==> src/rtl/mul_reservation_station_if.sv <==
// Issue, common-data-bus and multiplier-dispatch signals of the multiply reservation station.
// The station connects through the slave modport; the issue/CDB/FU driver connects through the master modport.
interface mul_reservation_station_if;
    logic        issueEN;
    logic [1:0]  issueOp;
    logic [31:0] issueVj;
    logic [3:0]  issueQj;
    logic [31:0] issueVk;
    logic [3:0]  issueQk;
    logic        issueFull;
    logic [3:0]  issueLabel;
    logic        cdbValid;
    logic [3:0]  cdbLabel;
    logic [31:0] cdbData;
    logic        fuAvailable;
    logic        fuWEN;
    logic [31:0] fuData1;
    logic [31:0] fuData2;
    logic [3:0]  fuLabel;
    logic [1:0]  fuOp;
    logic [1:0]  busyCount;

    modport master (
        output issueEN, issueOp, issueVj, issueQj, issueVk, issueQk,
        output cdbValid, cdbLabel, cdbData, fuAvailable,
        input  issueFull, issueLabel, fuWEN, fuData1, fuData2, fuLabel, fuOp, busyCount
    );

    modport slave (
        input  issueEN, issueOp, issueVj, issueQj, issueVk, issueQk,
        input  cdbValid, cdbLabel, cdbData, fuAvailable,
        output issueFull, issueLabel, fuWEN, fuData1, fuData2, fuLabel, fuOp, busyCount
    );
endinterface

==> src/rtl/mul_reservation_station.sv <==
// Three-entry reservation station for the multiplier: captures issued operands, waits on CDB
// tags, dispatches the lowest-index ready entry and frees it when its own result is broadcast.
module mul_reservation_station #(
    parameter logic [3:0] LABEL_BASE = 4'd4
) (
    input logic                     clk,
    input logic                     nRST,
    mul_reservation_station_if.slave rs
);
    localparam int unsigned N_ENTRY = 3;
    localparam int unsigned DATA_W  = 32;
    localparam int unsigned TAG_W   = 4;
    localparam int unsigned OP_W    = 2;
    localparam int unsigned IDX_W   = 2;

    typedef enum logic [1:0] {FREE, WAIT, READY, DISPATCHED} state_t;

    typedef struct packed {
        logic [OP_W-1:0]   op;
        logic [DATA_W-1:0] vj;
        logic [TAG_W-1:0]  qj;
        logic [DATA_W-1:0] vk;
        logic [TAG_W-1:0]  qk;
    } entry_t;

    state_t             state_q [N_ENTRY];
    state_t             state_d [N_ENTRY];
    entry_t             entry_q [N_ENTRY];
    entry_t             entry_d [N_ENTRY];
    logic [1:0]         busy_q;
    logic [1:0]         busy_d;

    logic               alloc_found;
    logic [IDX_W-1:0]   alloc_idx;
    logic               ready_found;
    logic [IDX_W-1:0]   ready_idx;
    logic               issue_go;
    logic               fu_wen;
    logic               bypass_j;
    logic               bypass_k;
    entry_t             issue_entry;

    function automatic logic [TAG_W-1:0] tag_of(input int unsigned idx);
        return LABEL_BASE + TAG_W'(idx);
    endfunction

    // Lowest-index FREE entry for allocation, lowest-index READY entry for dispatch.
    always_comb begin
        alloc_found = 1'b0;
        alloc_idx   = '0;
        ready_found = 1'b0;
        ready_idx   = '0;
        for (int unsigned i = 0; i < N_ENTRY; i++) begin
            if (!alloc_found && state_q[i] == FREE) begin
                alloc_found = 1'b1;
                alloc_idx   = IDX_W'(i);
            end
            if (!ready_found && state_q[i] == READY) begin
                ready_found = 1'b1;
                ready_idx   = IDX_W'(i);
            end
        end
    end

    // Operands being issued may be resolved by a broadcast in the same cycle.
    always_comb begin
        bypass_j = rs.cdbValid && (rs.issueQj != '0) && (rs.cdbLabel == rs.issueQj);
        bypass_k = rs.cdbValid && (rs.issueQk != '0) && (rs.cdbLabel == rs.issueQk);
        issue_entry.op = rs.issueOp;
        issue_entry.vj = bypass_j ? rs.cdbData : rs.issueVj;
        issue_entry.qj = bypass_j ? '0 : rs.issueQj;
        issue_entry.vk = bypass_k ? rs.cdbData : rs.issueVk;
        issue_entry.qk = bypass_k ? '0 : rs.issueQk;
    end

    assign issue_go = rs.issueEN && alloc_found;
    assign fu_wen   = rs.fuAvailable && ready_found;

    assign rs.issueFull  = !alloc_found;
    assign rs.issueLabel = alloc_found ? tag_of(32'(alloc_idx)) : LABEL_BASE;
    assign rs.fuWEN      = fu_wen;
    assign rs.fuData1    = ready_found ? entry_q[ready_idx].vj : '0;
    assign rs.fuData2    = ready_found ? entry_q[ready_idx].vk : '0;
    assign rs.fuLabel    = ready_found ? tag_of(32'(ready_idx)) : '0;
    assign rs.fuOp       = ready_found ? entry_q[ready_idx].op : '0;
    assign rs.busyCount  = busy_q;

    // Per-entry next state; a READY entry only becomes visible for dispatch after its edge.
    always_comb begin
        busy_d = '0;
        for (int unsigned i = 0; i < N_ENTRY; i++) begin
            state_d[i] = state_q[i];
            entry_d[i] = entry_q[i];
            case (state_q[i])
                FREE: begin
                    if (issue_go && alloc_idx == IDX_W'(i)) begin
                        entry_d[i] = issue_entry;
                        state_d[i] = (issue_entry.qj == '0 && issue_entry.qk == '0) ? READY : WAIT;
                    end
                end
                WAIT: begin
                    if (rs.cdbValid && entry_q[i].qj != '0 && rs.cdbLabel == entry_q[i].qj) begin
                        entry_d[i].vj = rs.cdbData;
                        entry_d[i].qj = '0;
                    end
                    if (rs.cdbValid && entry_q[i].qk != '0 && rs.cdbLabel == entry_q[i].qk) begin
                        entry_d[i].vk = rs.cdbData;
                        entry_d[i].qk = '0;
                    end
                    if (entry_d[i].qj == '0 && entry_d[i].qk == '0) begin
                        state_d[i] = READY;
                    end
                end
                READY: begin
                    if (fu_wen && ready_idx == IDX_W'(i)) begin
                        state_d[i] = DISPATCHED;
                    end
                end
                DISPATCHED: begin
                    if (rs.cdbValid && rs.cdbLabel == tag_of(i)) begin
                        state_d[i] = FREE;
                    end
                end
                default: state_d[i] = FREE;
            endcase
            if (state_d[i] != FREE) begin
                busy_d = busy_d + 2'd1;
            end
        end
    end

    always_ff @(posedge clk or negedge nRST) begin
        if (!nRST) begin
            for (int unsigned i = 0; i < N_ENTRY; i++) begin
                state_q[i] <= FREE;
                entry_q[i] <= '0;
            end
            busy_q <= '0;
        end else begin
            for (int unsigned i = 0; i < N_ENTRY; i++) begin
                state_q[i] <= state_d[i];
                entry_q[i] <= entry_d[i];
            end
            busy_q <= busy_d;
        end
    end
endmodule
==> src/flat_wrapper.sv <==
// flat-port wrapper written by rule: the top's interface ports become plain ports
module mul_reservation_station_flat 
#(
    parameter logic [3:0] LABEL_BASE = 4'd4
)
  (clk, nRST, rs_issueEN, rs_issueOp, rs_issueVj, rs_issueQj, rs_issueVk, rs_issueQk, rs_cdbValid, rs_cdbLabel, rs_cdbData, rs_fuAvailable, rs_issueFull, rs_issueLabel, rs_fuWEN, rs_fuData1, rs_fuData2, rs_fuLabel, rs_fuOp, rs_busyCount);
  mul_reservation_station_if rs_i ();
  input logic clk;
  input logic nRST;
  input wire logic [$bits(rs_i.issueEN)-1:0] rs_issueEN;
  input wire logic [$bits(rs_i.issueOp)-1:0] rs_issueOp;
  input wire logic [$bits(rs_i.issueVj)-1:0] rs_issueVj;
  input wire logic [$bits(rs_i.issueQj)-1:0] rs_issueQj;
  input wire logic [$bits(rs_i.issueVk)-1:0] rs_issueVk;
  input wire logic [$bits(rs_i.issueQk)-1:0] rs_issueQk;
  input wire logic [$bits(rs_i.cdbValid)-1:0] rs_cdbValid;
  input wire logic [$bits(rs_i.cdbLabel)-1:0] rs_cdbLabel;
  input wire logic [$bits(rs_i.cdbData)-1:0] rs_cdbData;
  input wire logic [$bits(rs_i.fuAvailable)-1:0] rs_fuAvailable;
  output wire logic [$bits(rs_i.issueFull)-1:0] rs_issueFull;
  output wire logic [$bits(rs_i.issueLabel)-1:0] rs_issueLabel;
  output wire logic [$bits(rs_i.fuWEN)-1:0] rs_fuWEN;
  output wire logic [$bits(rs_i.fuData1)-1:0] rs_fuData1;
  output wire logic [$bits(rs_i.fuData2)-1:0] rs_fuData2;
  output wire logic [$bits(rs_i.fuLabel)-1:0] rs_fuLabel;
  output wire logic [$bits(rs_i.fuOp)-1:0] rs_fuOp;
  output wire logic [$bits(rs_i.busyCount)-1:0] rs_busyCount;
  assign rs_i.issueEN = rs_issueEN;
  assign rs_i.issueOp = rs_issueOp;
  assign rs_i.issueVj = rs_issueVj;
  assign rs_i.issueQj = rs_issueQj;
  assign rs_i.issueVk = rs_issueVk;
  assign rs_i.issueQk = rs_issueQk;
  assign rs_i.cdbValid = rs_cdbValid;
  assign rs_i.cdbLabel = rs_cdbLabel;
  assign rs_i.cdbData = rs_cdbData;
  assign rs_i.fuAvailable = rs_fuAvailable;
  assign rs_issueFull = rs_i.issueFull;
  assign rs_issueLabel = rs_i.issueLabel;
  assign rs_fuWEN = rs_i.fuWEN;
  assign rs_fuData1 = rs_i.fuData1;
  assign rs_fuData2 = rs_i.fuData2;
  assign rs_fuLabel = rs_i.fuLabel;
  assign rs_fuOp = rs_i.fuOp;
  assign rs_busyCount = rs_i.busyCount;
  mul_reservation_station #(.LABEL_BASE(LABEL_BASE)) u_core (.clk(clk), .nRST(nRST), .rs(rs_i));
endmodule
==> config.mk <==
export PLATFORM = sky130hd
export DESIGN_NAME = mul_reservation_station_flat
export DESIGN_NICKNAME = d
export VERILOG_FILES = /design/src/rtl/mul_reservation_station_if.sv /design/src/rtl/mul_reservation_station.sv /design/src/flat_wrapper.sv
export SDC_FILE = /design/constraint.sdc
export NUM_CORES = 1
export LEC_CHECK = 0
export CORE_UTILIZATION = 49
export DETAILED_ROUTE_END_ITERATION = 10
export GPL_TIMING_DRIVEN = 1
export PLACE_DENSITY = 0.77
export SYNTH_ARGS = -nofsm -noshare
export SYNTH_HDL_FRONTEND = slang
export SYNTH_SLANG_ARGS = --single-unit
export TNS_END_PERCENT = 5
==> constraint.sdc <==
create_clock -name clk -period 2 [get_ports clk]
set_input_delay 0.4 -clock clk [delete_from_list [all_inputs] [get_ports clk]]
set_output_delay 0.4 -clock clk [all_outputs]
set_load 0.02 [all_outputs]
==> flow_summary.html, run 1 <==
<table>
<tr><th>Metric</th><th>Value</th></tr>
<tr><th colspan="2">Logic synthesis</th></tr>
<tr><td>Gate count of the mapped netlist</td><td>1,321</td></tr>
<tr><td>Netlist Area Pre-Place</td><td>12,500 µm²</td></tr>
<tr><td>Ys flop type</td><td>dfrtp_1</td></tr>
<tr><td>Number of distinct standard cells referenced by the synthesized netlist</td><td>68</td></tr>
<tr><td>Proportion of synthesized chip area in sequential cells</td><td>46.1%</td></tr>
<tr><td>Post-synth EDFFs</td><td>0</td></tr>
<tr><td>Share of synthesized registers carrying an async set or reset</td><td>100%</td></tr>
<tr><td>Cell type with the largest total area after synthesis</td><td>dfrtp_1</td></tr>
<tr><td>Top cells by area, synth</td><td>dfrtp_1 (46%), a21oi_1 (5.6%), mux2i_1 (5.4%), o21ai_0 (4.2%), nand2_1 (3.8%)</td></tr>
<tr><td>Fraction of synthesized cell area taken by the top area cell type</td><td>46.1%</td></tr>
<tr><td>Register bit count reported by yosys</td><td>230</td></tr>
<tr><td>Average size of a mapped cell</td><td>9.45 µm²</td></tr>
<tr><td>Total of warnings raised by yosys</td><td>0</td></tr>
<tr><th colspan="2">Worst hold path</th></tr>
<tr><td>Min-Delay Path Class</td><td>in -&gt; async</td></tr>
<tr><th colspan="2">Clock network</th></tr>
<tr><td>CTS tree</td><td>yes</td></tr>
<tr><td>Clk_lat worst skew</td><td>530 ps</td></tr>
<tr><td>CTS root buffer</td><td>clkbuf_16</td></tr>
<tr><td>Total clock buffers created by CTS</td><td>25</td></tr>
<tr><td>Clk sink count</td><td>230</td></tr>
<tr><td>Depth of the CTS H-tree</td><td>1</td></tr>
<tr><td>Number of buffers on the longest clock path</td><td>3</td></tr>
<tr><td>Clock transition at the registers of the reported paths</td><td>60 ps</td></tr>
<tr><th colspan="2">Critical path</th></tr>
<tr><td>Count of cells along the worst register-to-register path</td><td>8</td></tr>
<tr><td>Crit path launch type</td><td>register</td></tr>
<tr><td>Critical Path Source</td><td>u_core.state_q[2]$_DFF_PN0_</td></tr>
<tr><td>Critical Path RT</td><td>1600 ps</td></tr>
<tr><td>Endpoint type of the worst setup path</td><td>output pin</td></tr>
<tr><td>Startpoint of the most critical register-to-register path</td><td>u_core.state_q[4]$_DFF_PN0_</td></tr>
<tr><td>End point of the critical path</td><td>rs_fuData1[7]</td></tr>
<tr><td>Worst r2r dst</td><td>u_core.entry_q[45]$_DFFE_PN0P_</td></tr>
<tr><td>Peak fanout along the critical path</td><td>7</td></tr>
<tr><td>Worst Path Arrival</td><td>2220 ps</td></tr>
<tr><td>Worst Path Class, Setup</td><td>reg -&gt; out</td></tr>
<tr><td>Register-to-Register Setup Slack</td><td>-40 ps</td></tr>
<tr><th colspan="2">Global route</th></tr>
<tr><td>Grt total ovfl</td><td>0</td></tr>
<tr><td>Antenna violations before repair</td><td>1</td></tr>
<tr><td>Maximum number of pins on one net before global-route repair</td><td>70</td></tr>
<tr><td>Global router's overall resource usage</td><td>33.1%</td></tr>
<tr><td>Global-route wire length before repair</td><td>67,400 µm</td></tr>
<tr><td>Via count of the first global-routing pass</td><td>12.1k</td></tr>
<tr><th colspan="2">Place</th></tr>
<tr><td>DP HPWL</td><td>27,600 µm</td></tr>
<tr><td>Buffers on Ports</td><td>189</td></tr>
<tr><td>Last weighted congestion value of the routability-driven placer</td><td>0.896</td></tr>
<tr><td>Cell area reported after detailed placement</td><td>16,200 µm²</td></tr>
<tr><th colspan="2">STA</th></tr>
<tr><td>Crit path time final</td><td>2620 ps</td></tr>
<tr><td>Final cycle utilization of the critical path</td><td>131%</td></tr>
<tr><td>Setup-failing EPs final</td><td>129</td></tr>
<tr><td>Worst-case clock skew</td><td>7.41 ps</td></tr>
<tr><td>Unrepaired setup endpoints after global routing</td><td>true</td></tr>
<tr><td>Final hold viol count</td><td>0</td></tr>
<tr><td>Max-slew headroom at the worst pin</td><td>57.2%</td></tr>
<tr><td>Slew of the pin with the lowest slew margin</td><td>635 ps</td></tr>
<tr><td>Final critical-path setup slack</td><td>-621 ps</td></tr>
<tr><td>Final-report max-slew violation count</td><td>0</td></tr>
<tr><td>Maximum achievable frequency</td><td>382 MHz</td></tr>
<tr><th colspan="2">Die</th></tr>
<tr><td>Boundary pin count</td><td>193</td></tr>
<tr><td>Initial core utilization</td><td>49.7%</td></tr>
<tr><td>Horiz. Die Dim</td><td>162 µm</td></tr>
<tr><td>Cell row count</td><td>58</td></tr>
<tr><td>DIE HEIGHT</td><td>162 µm</td></tr>
<tr><td>Die area</td><td>26,100 µm²</td></tr>
<tr><td>Core footprint</td><td>25,100 µm²</td></tr>
<tr><th colspan="2">Final layout</th></tr>
<tr><td>Flip-flop and latch area</td><td>5760 µm²</td></tr>
<tr><td>Final-stage net count</td><td>1,714</td></tr>
<tr><td>Design area</td><td>18,000 µm²</td></tr>
<tr><td>Layout cells sized above 1</td><td>30.6%</td></tr>
<tr><td>Layout overhead on the synthesized area</td><td>44.0%</td></tr>
<tr><td>Footprint of the multi-input gates</td><td>6890 µm²</td></tr>
<tr><td>Utilization of the core after routing</td><td>71.6%</td></tr>
<tr><td>Fill cell count</td><td>1,821</td></tr>
<tr><th colspan="2">Power</th></tr>
<tr><td>P_leak</td><td>7.49 nW</td></tr>
<tr><td>Largest vdd supply drop</td><td>0.891 mV</td></tr>
<tr><td>Ratio of total power to cell area</td><td>1610 nW/µm²</td></tr>
<tr><th colspan="2">Outcome</th></tr>
<tr><td>Status</td><td>finished with violations</td></tr>
<tr><td>Failing checks</td><td>DRC, setup timing</td></tr>
<tr><th colspan="2">Routing</th></tr>
<tr><td>ANT nets after route</td><td>0</td></tr>
<tr><td>Via total after detailed routing</td><td>12.4k</td></tr>
<tr><td>Via/cell ratio</td><td>6.39</td></tr>
<tr><td>Drc violations</td><td>2</td></tr>
<tr><td>Drt initial violations</td><td>1,578</td></tr>
<tr><td>Wire per inst</td><td>22.7 µm</td></tr>
<tr><td>Routed wire length</td><td>44,300 µm</td></tr>
<tr><td>Detailed-router iteration count before antenna repair</td><td>9</td></tr>
<tr><th colspan="2">Job</th></tr>
<tr><td>Maximum capacitance violations</td><td>0</td></tr>
</table>
metrics by stage:
step / setup WS [ps] / cells / hold WS [ps] / setup TNS [ps] / power (mW)
after global routing: -656 / 1945 / 390 / -42650 / 30.3
final: -621 / 1947 / 362 / -35670 / 28.9
after global placement: -722 / 1879 / 307 / -155530 / 21.5
after floorplan: -51.7 / 1322 / 104 / -5660 / 16.5
after detailed placement: -739 / 1879 / 311 / -161170 / 22.0
after CTS: -572 / 1933 / 371 / -34370 / 27.6
cell usage in the layout, fill, tap and decap left out, types with 16 or more instances in the layout:
cell	instances
buf_12	49
buf_6	42
buf_4	127
mux2i_4	18
dfrtp_1	230
or2_2	33
a221o_1	33
o22a_1	32
a21oi_2	62
nor2_1	80
a22oi_1	31
mux2i_1	35
clkbuf_16	27
o21a_1	33
a31oi_1	65
and3_1	32
o21ai_0	70
a21oi_1	74
o21ai_1	32
buf_2	16
o221a_2	28
clkdlybuf4s50_1	110
xnor2_1	16
nand2_1	125
inv_1	19
metal layers:
layer / track usage (%) / part of all wire [%] / vias up / wire [µm]
met5: 0 / 0 / - / 0
met2: 54.1 / 48 / 742 / 21300
met4: 13.3 / 3.6 / 0 / 1580
met3: 5.52 / 9.2 / 140 / 4080
met1: 43.9 / 39 / 6117 / 17300
li1: - / - / 5440 / -
sequential cells by signal, indices dropped and copies added, names as in the netlist:
| register | flops |
|---|---|
| u_core.state_q | 6 |
| u_core.rs.busyCount | 2 |
| u_core.entry_q | 222 |
cells by family after synthesis:
family                   Yosys count  share of synthesized area, %
AND/OR/NAND/NOR                  326                          12.3
other                              2                        0.0601
flip-flops                       230                          46.1
XOR/XNOR                          31                          2.17
AO/OA/AOI/OAI                    526                          28.6
adder cells (fa/ha/maj)            2                         0.200
buffers and inverters            137                          5.14
multiplexers                      67                          5.37
timing repair:
item / CTS / global route
hold buffers: 1 / 0
endpoints found under the setup margin: 281 / 273
pin swaps: 17 / 54
gates resized for setup: 414 / 89
setup buffers: 4 / 10
cloned: 4 / 2
endpoints found under the hold margin: 36 / 0
critical path: stages (launching register included):
cell and delay, ps:
dfrtp_1 380, nand2b_4 160, a21oi_4 170, buf_12 160
buf_12 150, buf_12 170, mux2i_4 280, a21oi_2 70
buf_4 160
cell usage after synthesis, types with 3 or more instances:
master      n
a221o_1    33
nand2_1   125
or2_2      33
a21oi_1   140
nor3_1      8
dfrtp_1   230
o22ai_1    12
a21o_1      3
o21ai_0   104
a22o_1     13
a22oi_1    33
buf_2      36
nand4_1     3
o21a_1     34
buf_6       4
xor2_1     15
nand3_1     3
o22a_1     32
and3_1     33
nor4_1      8
nand2b_1    4
nor2b_1     4
o221a_2    29
a31oi_1    66
or3_1       3
xnor2_1    16
clkbuf_1   61
nor2_1     84
inv_1      19
mux2i_1    67
o221a_1     4
buf_4      14
buf_1       3
how the worst min path moves through the flow:
| stage | from | endpoint | slack (ps) | depth (start not counted) |
|---|---|---|---|---|
| floorplan | nRST | u_core.entry_q[0]$_DFFE_PN0P_ | 100 | 0 |
| global placement | nRST | u_core.entry_q[9]$_DFFE_PN0P_ | 310 | 1 |
| detailed placement | nRST | u_core.entry_q[9]$_DFFE_PN0P_ | 310 | 1 |
| CTS | nRST | u_core.entry_q[9]$_DFFE_PN0P_ | 370 | 2 |
| global route | nRST | u_core.entry_q[6]$_DFFE_PN0P_ | 390 | 2 |
| finish | nRST | u_core.entry_q[10]$_DFFE_PN0P_ | 360 | 2 |
cell type report:
class / count / share of cell area, %
clock inverter: 14 / 1.18
tap: 330 / 2.30
sequential: 230 / 32.0
antenna: 2 / 0.0278
inverter: 19 / 0.397
timing repair buffer: 366 / 21.9
clock buffer: 31 / 3.83
multi-input combinational: 955 / 38.3
power breakdown:
part / leakage (nW) / switching (mW) / internal (mW) / total, mW
sequential: 2.68 / 1.72 / 6.96 / 8.68
clock: 0.439 / 1.96 / 3.10 / 5.06
combinational: 4.37 / 7.94 / 7.24 / 15.2
Note: power is estimated with default switching activity, not from simulation.
==> run 2: changes to the inputs <==
--- a/config.mk
+++ b/config.mk
@@ -9,6 +9,7 @@
 export DETAILED_ROUTE_END_ITERATION = 10
 export GPL_TIMING_DRIVEN = 1
 export PLACE_DENSITY = 0.77
+export SETUP_SLACK_MARGIN = 0.4
 export SYNTH_ARGS = -nofsm -noshare
 export SYNTH_HDL_FRONTEND = slang
 export SYNTH_SLANG_ARGS = --single-unit
==> constraint.sdc (replaced) <==
create_clock -name clk -period 2 [get_ports clk]
set_input_delay 0.3 -clock clk [delete_from_list [all_inputs] [get_ports clk]]
set_output_delay 0.3 -clock clk [all_outputs]
set_load 0.02 [all_outputs]
==> run 2 against run 1 <==
The flow finishes with violations (setup timing). First-iteration DRC count fell by 6.4%. Clock skew grew 19 ps. Flip-flop and latch count is the same. Maximum frequency is 4.2% higher. Final cell count grew 0.41%. Non-clock buffer count increased by 8. Clock power rose by 5.5%. Largest power group unchanged.
==> flow_summary.html, run 2 (same netlist as run 1, synthesis figures left out) <==
<table>
<tr><th>Metric</th><th>Value</th></tr>
<tr><th colspan="2">Power</th></tr>
<tr><td>Internal power summed over all cells</td><td>17.9 mW (+3.4%)</td></tr>
<tr><td>Proportion of power drawn by the clock network</td><td>17.7% (+0.2 points)</td></tr>
<tr><td>Sequential cell fraction of total power</td><td>29.5% (-0.5 points)</td></tr>
<tr><td>Net switching component of the power</td><td>12.3 mW (+6.0%)</td></tr>
<tr><td>Net switching share of the total power</td><td>40.8% (+0.60 points)</td></tr>
<tr><td>Largest vdd supply drop</td><td>0.906 mV (+1.7%)</td></tr>
<tr><td>Ratio of total power to cell area</td><td>1620 nW/µm² (+0.91%)</td></tr>
<tr><td>Power after layout</td><td>30.2 mW (+4.5%)</td></tr>
<tr><td>Combinational cell fraction of total power</td><td>52.8% (+0.3 points)</td></tr>
<tr><td>P_leak</td><td>7.68 nW (+2.5%)</td></tr>
<tr><th colspan="2">STA</th></tr>
<tr><td>Sum of negative setup slack</td><td>-30,620 ps (+5050 ps)</td></tr>
<tr><td>Final hold viol count</td><td>0 (unchanged)</td></tr>
<tr><td>Unrepaired setup endpoints after global routing</td><td>true</td></tr>
<tr><td>Maximum achievable frequency</td><td>398 MHz (+4.2%)</td></tr>
<tr><td>Final-report max-slew violation count</td><td>0 (unchanged)</td></tr>
<tr><td>Worst-case clock skew</td><td>26.5 ps (+19.1 ps)</td></tr>
<tr><td>Final critical-path setup slack</td><td>-515 ps (+106 ps)</td></tr>
<tr><td>Slew of the pin with the lowest slew margin</td><td>584 ps (-51.1 ps)</td></tr>
<tr><td>Setup-failing EPs final</td><td>109 (-16%)</td></tr>
<tr><td>Final cycle utilization of the critical path</td><td>126% (-5.3 points)</td></tr>
<tr><td>Crit path time final</td><td>2520 ps (-106 ps)</td></tr>
<tr><td>Max-slew headroom at the worst pin</td><td>61.0% (+3.8 points)</td></tr>
<tr><th colspan="2">Routing</th></tr>
<tr><td>Wire per inst</td><td>23.8 µm (+4.8%)</td></tr>
<tr><td>ANT nets after route</td><td>0 (unchanged)</td></tr>
<tr><td>Drc violations</td><td>0 (-2)</td></tr>
<tr><td>Via total after detailed routing</td><td>12.8k (+3.1%)</td></tr>
<tr><td>Routed wire length</td><td>46,600 µm (+5.2%)</td></tr>
<tr><td>Via/cell ratio</td><td>6.56 (+2.7%)</td></tr>
<tr><td>Detailed-router iteration count before antenna repair</td><td>6 (-3)</td></tr>
<tr><td>Drt initial violations</td><td>1,477 (-6.4%)</td></tr>
<tr><th colspan="2">Job</th></tr>
<tr><td>Maximum capacitance violations</td><td>0 (unchanged)</td></tr>
<tr><th colspan="2">Global route</th></tr>
<tr><td>Via count of the first global-routing pass</td><td>12.8k (+5.8%)</td></tr>
<tr><td>Grt total ovfl</td><td>0 (unchanged)</td></tr>
<tr><td>Global router's overall resource usage</td><td>35.1% (+2.0 points)</td></tr>
<tr><td>Antenna violations before repair</td><td>0 (-1)</td></tr>
<tr><td>Maximum number of pins on one net before global-route repair</td><td>66 (-5.7%)</td></tr>
<tr><td>Global-route wire length before repair</td><td>71,800 µm (+6.5%)</td></tr>
<tr><th colspan="2">Die</th></tr>
<tr><td>Core footprint</td><td>25,100 µm² (unchanged)</td></tr>
<tr><td>DIE HEIGHT</td><td>162 µm (unchanged)</td></tr>
<tr><td>Die area</td><td>26,100 µm² (unchanged)</td></tr>
<tr><td>Horiz. Die Dim</td><td>162 µm (unchanged)</td></tr>
<tr><td>Cell row count</td><td>58 (unchanged)</td></tr>
<tr><td>Initial core utilization</td><td>49.7% (unchanged)</td></tr>
<tr><td>Boundary pin count</td><td>193 (unchanged)</td></tr>
<tr><th colspan="2">Critical path</th></tr>
<tr><td>Worst Path Class, Setup</td><td>reg -&gt; out</td></tr>
<tr><td>Peak fanout along the critical path</td><td>7 (unchanged)</td></tr>
<tr><td>Worst Path Arrival</td><td>2220 ps (about the same)</td></tr>
<tr><td>Endpoint type of the worst setup path</td><td>output pin</td></tr>
<tr><td>Critical Path Slowest Stage Cell</td><td>dfrtp_1</td></tr>
<tr><td>Slowest Stage Delay on Critical Path</td><td>380 ps (about the same)</td></tr>
<tr><td>Most frequent CP cell</td><td>buf_6</td></tr>
<tr><td>Critical Path RT</td><td>1700 ps (+100 ps)</td></tr>
<tr><td>Crit path max-delay family</td><td>buffers and inverters</td></tr>
<tr><td>Critical Path Source</td><td>u_core.state_q[2]$_DFF_PN0_</td></tr>
<tr><td>Worst-path cell chain</td><td>nand2b_4, a21oi_4, buf_12, buf_6, clkbuf_16, mux2i_4, a21oi_2, buf_6</td></tr>
<tr><td>Number of buffers and inverters on the critical path</td><td>4 (unchanged)</td></tr>
<tr><td>Startpoint of the most critical register-to-register path</td><td>u_core.state_q[3]$_DFF_PN0_</td></tr>
<tr><td>Crit path launch type</td><td>register</td></tr>
<tr><th colspan="2">Clock network</th></tr>
<tr><td>Number of buffers on the longest clock path</td><td>3 (unchanged)</td></tr>
<tr><td>Total clock buffers created by CTS</td><td>26 (+4.0%)</td></tr>
<tr><td>Clk sink count</td><td>230 (unchanged)</td></tr>
<tr><td>Clock transition at the registers of the reported paths</td><td>70 ps (about the same)</td></tr>
<tr><td>CTS root buffer</td><td>clkbuf_16</td></tr>
<tr><td>Depth of the CTS H-tree</td><td>1 (unchanged)</td></tr>
<tr><td>CTS tree</td><td>yes</td></tr>
<tr><td>Clk_lat worst skew</td><td>550 ps (+20 ps)</td></tr>
<tr><th colspan="2">Worst hold path</th></tr>
<tr><td>Min-Delay Path Class</td><td>in -&gt; reg</td></tr>
<tr><td>Hold_sp</td><td>rs_issueQk[0]</td></tr>
<tr><th colspan="2">Final layout</th></tr>
<tr><td>Utilization of the core after routing</td><td>74.1% (+2.5 points)</td></tr>
<tr><td>Design area</td><td>18,600 µm² (+3.5%)</td></tr>
<tr><td>Most frequent standard cell in the layout excluding fill and tap cells</td><td>dfrtp_1</td></tr>
<tr><td>Register ranked first by flip-flop count</td><td>u_core.entry_q</td></tr>
<tr><td>Number of standard cells in the layout, taps in and fillers out</td><td>1,955 (+0.41%)</td></tr>
<tr><td>Commonest cells after routing, fill and taps aside</td><td>dfrtp_1 (228), buf_4 (132), nand2_1 (116)</td></tr>
<tr><td>Layout overhead on the synthesized area</td><td>49.1%</td></tr>
<tr><td>Layout cells sized above 1</td><td>36.6% (+6.0 points)</td></tr>
<tr><td>Max reg flops</td><td>222 (unchanged)</td></tr>
<tr><td>Final-stage net count</td><td>1,723 (+0.53%)</td></tr>
<tr><td>Antenna diodes</td><td>0 (-2)</td></tr>
<tr><th colspan="2">Outcome</th></tr>
<tr><td>Failing checks</td><td>setup timing</td></tr>
<tr><td>Status</td><td>finished with violations</td></tr>
<tr><th colspan="2">Place</th></tr>
<tr><td>Last weighted congestion value of the routability-driven placer</td><td>0.903 (+0.77%)</td></tr>
<tr><td>Total instance count after detailed placement</td><td>1,878 (-0.053%)</td></tr>
<tr><td>Cell area reported after detailed placement</td><td>16,300 µm² (+0.39%)</td></tr>
<tr><td>Buffers on Ports</td><td>189 (unchanged)</td></tr>
<tr><td>DP HPWL</td><td>28,600 µm (+3.9%)</td></tr>
</table>
-- run 2: per-layer routing --
layer	share of wire, %	routed length, µm	GRT usage [%]
met5	0	0	0
met4	4.0	1860	15.9
met3	9.6	4450	6.21
met2	47	21900	56.0
met1	39	18300	46.7
-- run 2: per-stage QoR --
| stage | hold slack (ps) | setup WS (ps) |
|---|---|---|
| 5_1_grt | 163 | -574 |
| 3_5_place_dp | 298 | -685 |
| 2_1_floorplan | 4.41 | 48.3 |
| 6_report | 143 | -515 |
| 4_1_cts | 322 | -487 |
| 3_3_place_gp | 311 | -655 |
-- run 2: final timing paths --
| kind | to | slack, ps | depth (start not counted) |
|---|---|---|---|
| worst min-delay path | u_core.entry_q[0]$_DFFE_PN0P_ | 140 | 2 |
| worst max-delay path | rs_fuData1[11] | -520 | 8 |
| worst min register to register | u_core.entry_q[146]$_DFFE_PN0P_ | 480 | 2 |
| min in group asynchronous | u_core.entry_q[7]$_DFFE_PN0P_ | 340 | 2 |
| worst max register to register | u_core.entry_q[101]$_DFFE_PN0P_ | -80 | 6 |
| max in group asynchronous | u_core.entry_q[215]$_DFFE_PN0P_ | 990 | 3 |
-- run 2: final cells by class --
| cell class | instances | area [µm²] |
|---|---|---|
| clock buffer | 39 | 810 |
| inverter | 19 | 71.3 |
| timing repair buffer | 374 | 3980 |
| multi-input combinational | 955 | 7430 |
| sequential | 230 | 5760 |
| tap | 330 | 413 |
| clock inverter | 8 | 151 |
| fill | 1616 | 6490 |
-- run 2: repair_timing --
item | in CTS | in global routing
pin swaps | 128 | 106
setup endpoints to repair | 303 | 300
buffers inserted | 21 | 2
gates cloned | 5 | 1
gates resized for setup | 568 | 95
hold buffers | 1 | 0
endpoints found under the hold margin | 56 | 0
-- run 2: power by group through the flow --
stage          Sequential [mW]  Combinational [mW]  Clock (mW)
6_report                  8.92                15.9        5.34
5_1_grt                   9.10                16.9        5.53
4_1_cts                   8.62                15.0        5.32
3_5_place_dp              8.34                13.9           0
3_3_place_gp              8.19                13.5           0
2_1_floorplan             7.97                8.56           0
==> run 3: changes to the inputs <==
--- a/config.mk
+++ b/config.mk
@@ -5,7 +5,9 @@
 export SDC_FILE = /design/constraint.sdc
 export NUM_CORES = 1
 export LEC_CHECK = 0
+export CAP_MARGIN = 25
 export CORE_UTILIZATION = 49
+export CTS_BUF_LIST = sky130_fd_sc_hd__clkbuf_8 sky130_fd_sc_hd__clkbuf_16
 export DETAILED_ROUTE_END_ITERATION = 10
 export GPL_TIMING_DRIVEN = 1
 export PLACE_DENSITY = 0.77
==> run 3 against run 2 <==
The flow still finishes with violations (setup timing). Non-clock buffer count unchanged. Power barely moved. Critical path depth is the same. Final cell count unchanged. Register-to-register slack is essentially flat. Die area unchanged. Setup slack better by 0.69 ps. Highest routed layer unchanged.
==> flow_summary.html, run 3 (same netlist as run 1, synthesis figures left out) <==
<table>
<tr><th>Metric</th><th>Value</th></tr>
<tr><th colspan="2">Outcome</th></tr>
<tr><td>Status</td><td>finished with violations</td></tr>
<tr><td>Failing checks</td><td>setup timing</td></tr>
<tr><th colspan="2">Die</th></tr>
<tr><td>DIE HEIGHT</td><td>162 µm (unchanged)</td></tr>
<tr><td>Die area</td><td>26,100 µm² (unchanged)</td></tr>
<tr><td>Boundary pin count</td><td>193 (unchanged)</td></tr>
<tr><td>Cell row count</td><td>58 (unchanged)</td></tr>
<tr><td>Initial core utilization</td><td>49.7% (unchanged)</td></tr>
<tr><td>Horiz. Die Dim</td><td>162 µm (unchanged)</td></tr>
<tr><td>Core footprint</td><td>25,100 µm² (unchanged)</td></tr>
<tr><th colspan="2">Power</th></tr>
<tr><td>P_leak</td><td>7.68 nW (+0.11%)</td></tr>
<tr><td>Power after layout</td><td>30.2 mW (about the same)</td></tr>
<tr><td>Ratio of total power to cell area</td><td>1620 nW/µm² (about the same)</td></tr>
<tr><td>Largest vdd supply drop</td><td>0.906 mV (about the same)</td></tr>
<tr><th colspan="2">Worst hold path</th></tr>
<tr><td>Hold_sp</td><td>rs_issueQk[0]</td></tr>
<tr><td>Worst hold path depth</td><td>2 (unchanged)</td></tr>
<tr><td>Worst Hold End</td><td>u_core.entry_q[0]$_DFFE_PN0P_</td></tr>
<tr><td>Min-Delay Path Class</td><td>in -&gt; reg</td></tr>
<tr><th colspan="2">STA</th></tr>
<tr><td>Final hold viol count</td><td>0 (unchanged)</td></tr>
<tr><td>Final critical-path setup slack</td><td>-515 ps (+0.693 ps)</td></tr>
<tr><td>Final cycle utilization of the critical path</td><td>126% (about the same)</td></tr>
<tr><td>Slew of the pin with the lowest slew margin</td><td>585 ps (+0.805 ps)</td></tr>
<tr><td>Final-report max-slew violation count</td><td>0 (unchanged)</td></tr>
<tr><td>Crit path time final</td><td>2510 ps (-0.693 ps)</td></tr>
<tr><td>Smallest hold slack</td><td>143 ps (+0.217 ps)</td></tr>
<tr><td>Worst-case clock skew</td><td>25.2 ps (-1.26 ps)</td></tr>
<tr><td>Max-slew headroom at the worst pin</td><td>61.0% (about the same)</td></tr>
<tr><td>Sum of negative setup slack</td><td>-30,650 ps (-28.1 ps)</td></tr>
<tr><td>Unrepaired setup endpoints after global routing</td><td>true</td></tr>
<tr><td>Setup-failing EPs final</td><td>109 (unchanged)</td></tr>
<tr><td>Maximum achievable frequency</td><td>398 MHz (about the same)</td></tr>
<tr><th colspan="2">Routing</th></tr>
<tr><td>Wire per inst</td><td>23.8 µm (about the same)</td></tr>
<tr><td>Routed wire length</td><td>46,500 µm (about the same)</td></tr>
<tr><td>Drt initial violations</td><td>1,476 (-0.068%)</td></tr>
<tr><td>Drc violations</td><td>0 (unchanged)</td></tr>
<tr><td>Via/cell ratio</td><td>6.56 (about the same)</td></tr>
<tr><td>Detailed-router iteration count before antenna repair</td><td>6 (unchanged)</td></tr>
<tr><td>ANT nets after route</td><td>0 (unchanged)</td></tr>
<tr><td>Via total after detailed routing</td><td>12.8k (-0.0078%)</td></tr>
<tr><th colspan="2">Final layout</th></tr>
<tr><td>Layout cells sized above 1</td><td>36.6% (unchanged)</td></tr>
<tr><td>Most frequent standard cell in the layout excluding fill and tap cells</td><td>dfrtp_1</td></tr>
<tr><td>Layout overhead on the synthesized area</td><td>49.1% (unchanged)</td></tr>
<tr><td>Design area</td><td>18,600 µm² (unchanged)</td></tr>
<tr><td>Number of standard cells in the layout, taps in and fillers out</td><td>1,955 (unchanged)</td></tr>
<tr><td>Antenna diodes</td><td>0 (unchanged)</td></tr>
<tr><td>Utilization of the core after routing</td><td>74.1% (unchanged)</td></tr>
<tr><td>Commonest cells after routing, fill and taps aside</td><td>dfrtp_1 (228), buf_4 (132), nand2_1 (116)</td></tr>
<tr><td>Max reg flops</td><td>222 (unchanged)</td></tr>
<tr><td>Final-stage net count</td><td>1,723 (unchanged)</td></tr>
<tr><td>Register ranked first by flip-flop count</td><td>u_core.entry_q</td></tr>
<tr><th colspan="2">Global route</th></tr>
<tr><td>Via count of the first global-routing pass</td><td>12.8k (unchanged)</td></tr>
<tr><td>Maximum number of pins on one net before global-route repair</td><td>66 (unchanged)</td></tr>
<tr><td>Grt total ovfl</td><td>0 (unchanged)</td></tr>
<tr><td>Global-route wire length before repair</td><td>71,800 µm (unchanged)</td></tr>
<tr><td>Global router's overall resource usage</td><td>35.1% (unchanged)</td></tr>
<tr><td>Antenna violations before repair</td><td>0 (unchanged)</td></tr>
<tr><th colspan="2">Clock network</th></tr>
<tr><td>CTS root buffer</td><td>clkbuf_16</td></tr>
<tr><td>Clk_lat worst skew</td><td>550 ps (about the same)</td></tr>
<tr><td>Clock transition at the registers of the reported paths</td><td>70 ps (about the same)</td></tr>
<tr><td>Clk sink count</td><td>230 (unchanged)</td></tr>
<tr><td>CTS tree</td><td>yes</td></tr>
<tr><td>Total clock buffers created by CTS</td><td>26 (unchanged)</td></tr>
<tr><td>Depth of the CTS H-tree</td><td>1 (unchanged)</td></tr>
<tr><td>Number of buffers on the longest clock path</td><td>3 (unchanged)</td></tr>
<tr><th colspan="2">Place</th></tr>
<tr><td>Buffers on Ports</td><td>189 (unchanged)</td></tr>
<tr><td>Cell area reported after detailed placement</td><td>16,300 µm² (unchanged)</td></tr>
<tr><td>DP HPWL</td><td>28,600 µm (unchanged)</td></tr>
<tr><td>Total instance count after detailed placement</td><td>1,878 (unchanged)</td></tr>
<tr><td>Last weighted congestion value of the routability-driven placer</td><td>0.903 (unchanged)</td></tr>
<tr><td>Dpl ws</td><td>-685 ps (unchanged)</td></tr>
<tr><th colspan="2">Job</th></tr>
<tr><td>Maximum capacitance violations</td><td>0 (unchanged)</td></tr>
<tr><th colspan="2">Critical path</th></tr>
<tr><td>Crit path launch type</td><td>register</td></tr>
<tr><td>Register-to-Register Setup Slack</td><td>-90 ps (about the same)</td></tr>
<tr><td>Count of cells along the worst register-to-register path</td><td>6 (unchanged)</td></tr>
<tr><td>Peak fanout along the critical path</td><td>7 (unchanged)</td></tr>
<tr><td>Worst r2r dst</td><td>u_core.entry_q[101]$_DFFE_PN0P_</td></tr>
<tr><td>Critical Path RT</td><td>1700 ps (about the same)</td></tr>
<tr><td>Startpoint of the most critical register-to-register path</td><td>u_core.state_q[3]$_DFF_PN0_</td></tr>
<tr><td>Endpoint type of the worst setup path</td><td>output pin</td></tr>
<tr><td>Worst Path Class, Setup</td><td>reg -&gt; out</td></tr>
<tr><td>Worst Path Arrival</td><td>2210 ps (about the same)</td></tr>
</table>
==> run 3: changes by cell type in the layout (fill, tap and decap cells not counted) <==
| cell | previous run | this run |
|---|---|---|
| clkbuf_1 | 2 | 0 |
| inv_1 | 17 | 19 |
==> run 3: area by class of cell <==
type	count	area (µm²)
Clock buffer	37	802
Clock inverter	10	159
Fill cell	1616	6490
Inverter	19	71.3
Multi-Input combinational cell	955	7430
Sequential cell	230	5760
Tap cell	330	413
Timing Repair Buffer	374	3980
==> run 3: how the worst max path moves through the flow <==
stage                                start                         endpoint  slack, ps  depth (start not counted)
3_3_place_gp                 rs_issueQj[1]  u_core.entry_q[136]$_DFFE_PN0P_       -660                          8
5_1_grt        u_core.state_q[2]$_DFF_PN0_                   rs_fuData1[11]       -570                          8
6_report       u_core.state_q[2]$_DFF_PN0_                   rs_fuData1[11]       -510                          8
3_5_place_dp                 rs_issueQj[1]  u_core.entry_q[139]$_DFFE_PN0P_       -690                          8
4_1_cts        u_core.state_q[2]$_DFF_PN0_                   rs_fuData2[25]       -490                          8
2_1_floorplan               rs_cdbLabel[1]  u_core.entry_q[135]$_DFFE_PN0P_         50                          8
==> run 3: power by group <==
part           internal [mW]  total [mW]  switching (mW)  leakage, nW
logic                   7.62        15.9            8.32         4.52
registers               6.96        8.92            1.96         2.68
clock network           3.29        5.33            2.04        0.485
total                   17.9        30.2            12.3         7.68
==> run 3: timing repair <==
item,4_1_cts,5_1_grt
setup buffers,21,2
gates resized for setup,568,95
hold endpoints to repair,56,0
cloned,5,1
setup endpoints to repair,303,300
pin swaps,128,106
hold buffers,1,0
==> run 3: critical path, stage by stage (launching register included) <==
cell       delay, ps
dfrtp_1          380
nand2b_4         150
a21oi_4          190
buf_12           190
buf_6            130
clkbuf_16        140
mux2i_4          240
a21oi_2          110
buf_6            140
==> run 3: per-layer routing <==
metal,share of wire (%),wire length [µm],up-vias,track usage [%]
met5,0,0,-,0
met4,4.0,1860,0,15.9
met3,9.8,4550,161,6.21
met2,47,21800,879,56.0
met1,39,18300,6335,46.7
li1,-,-,5452,-
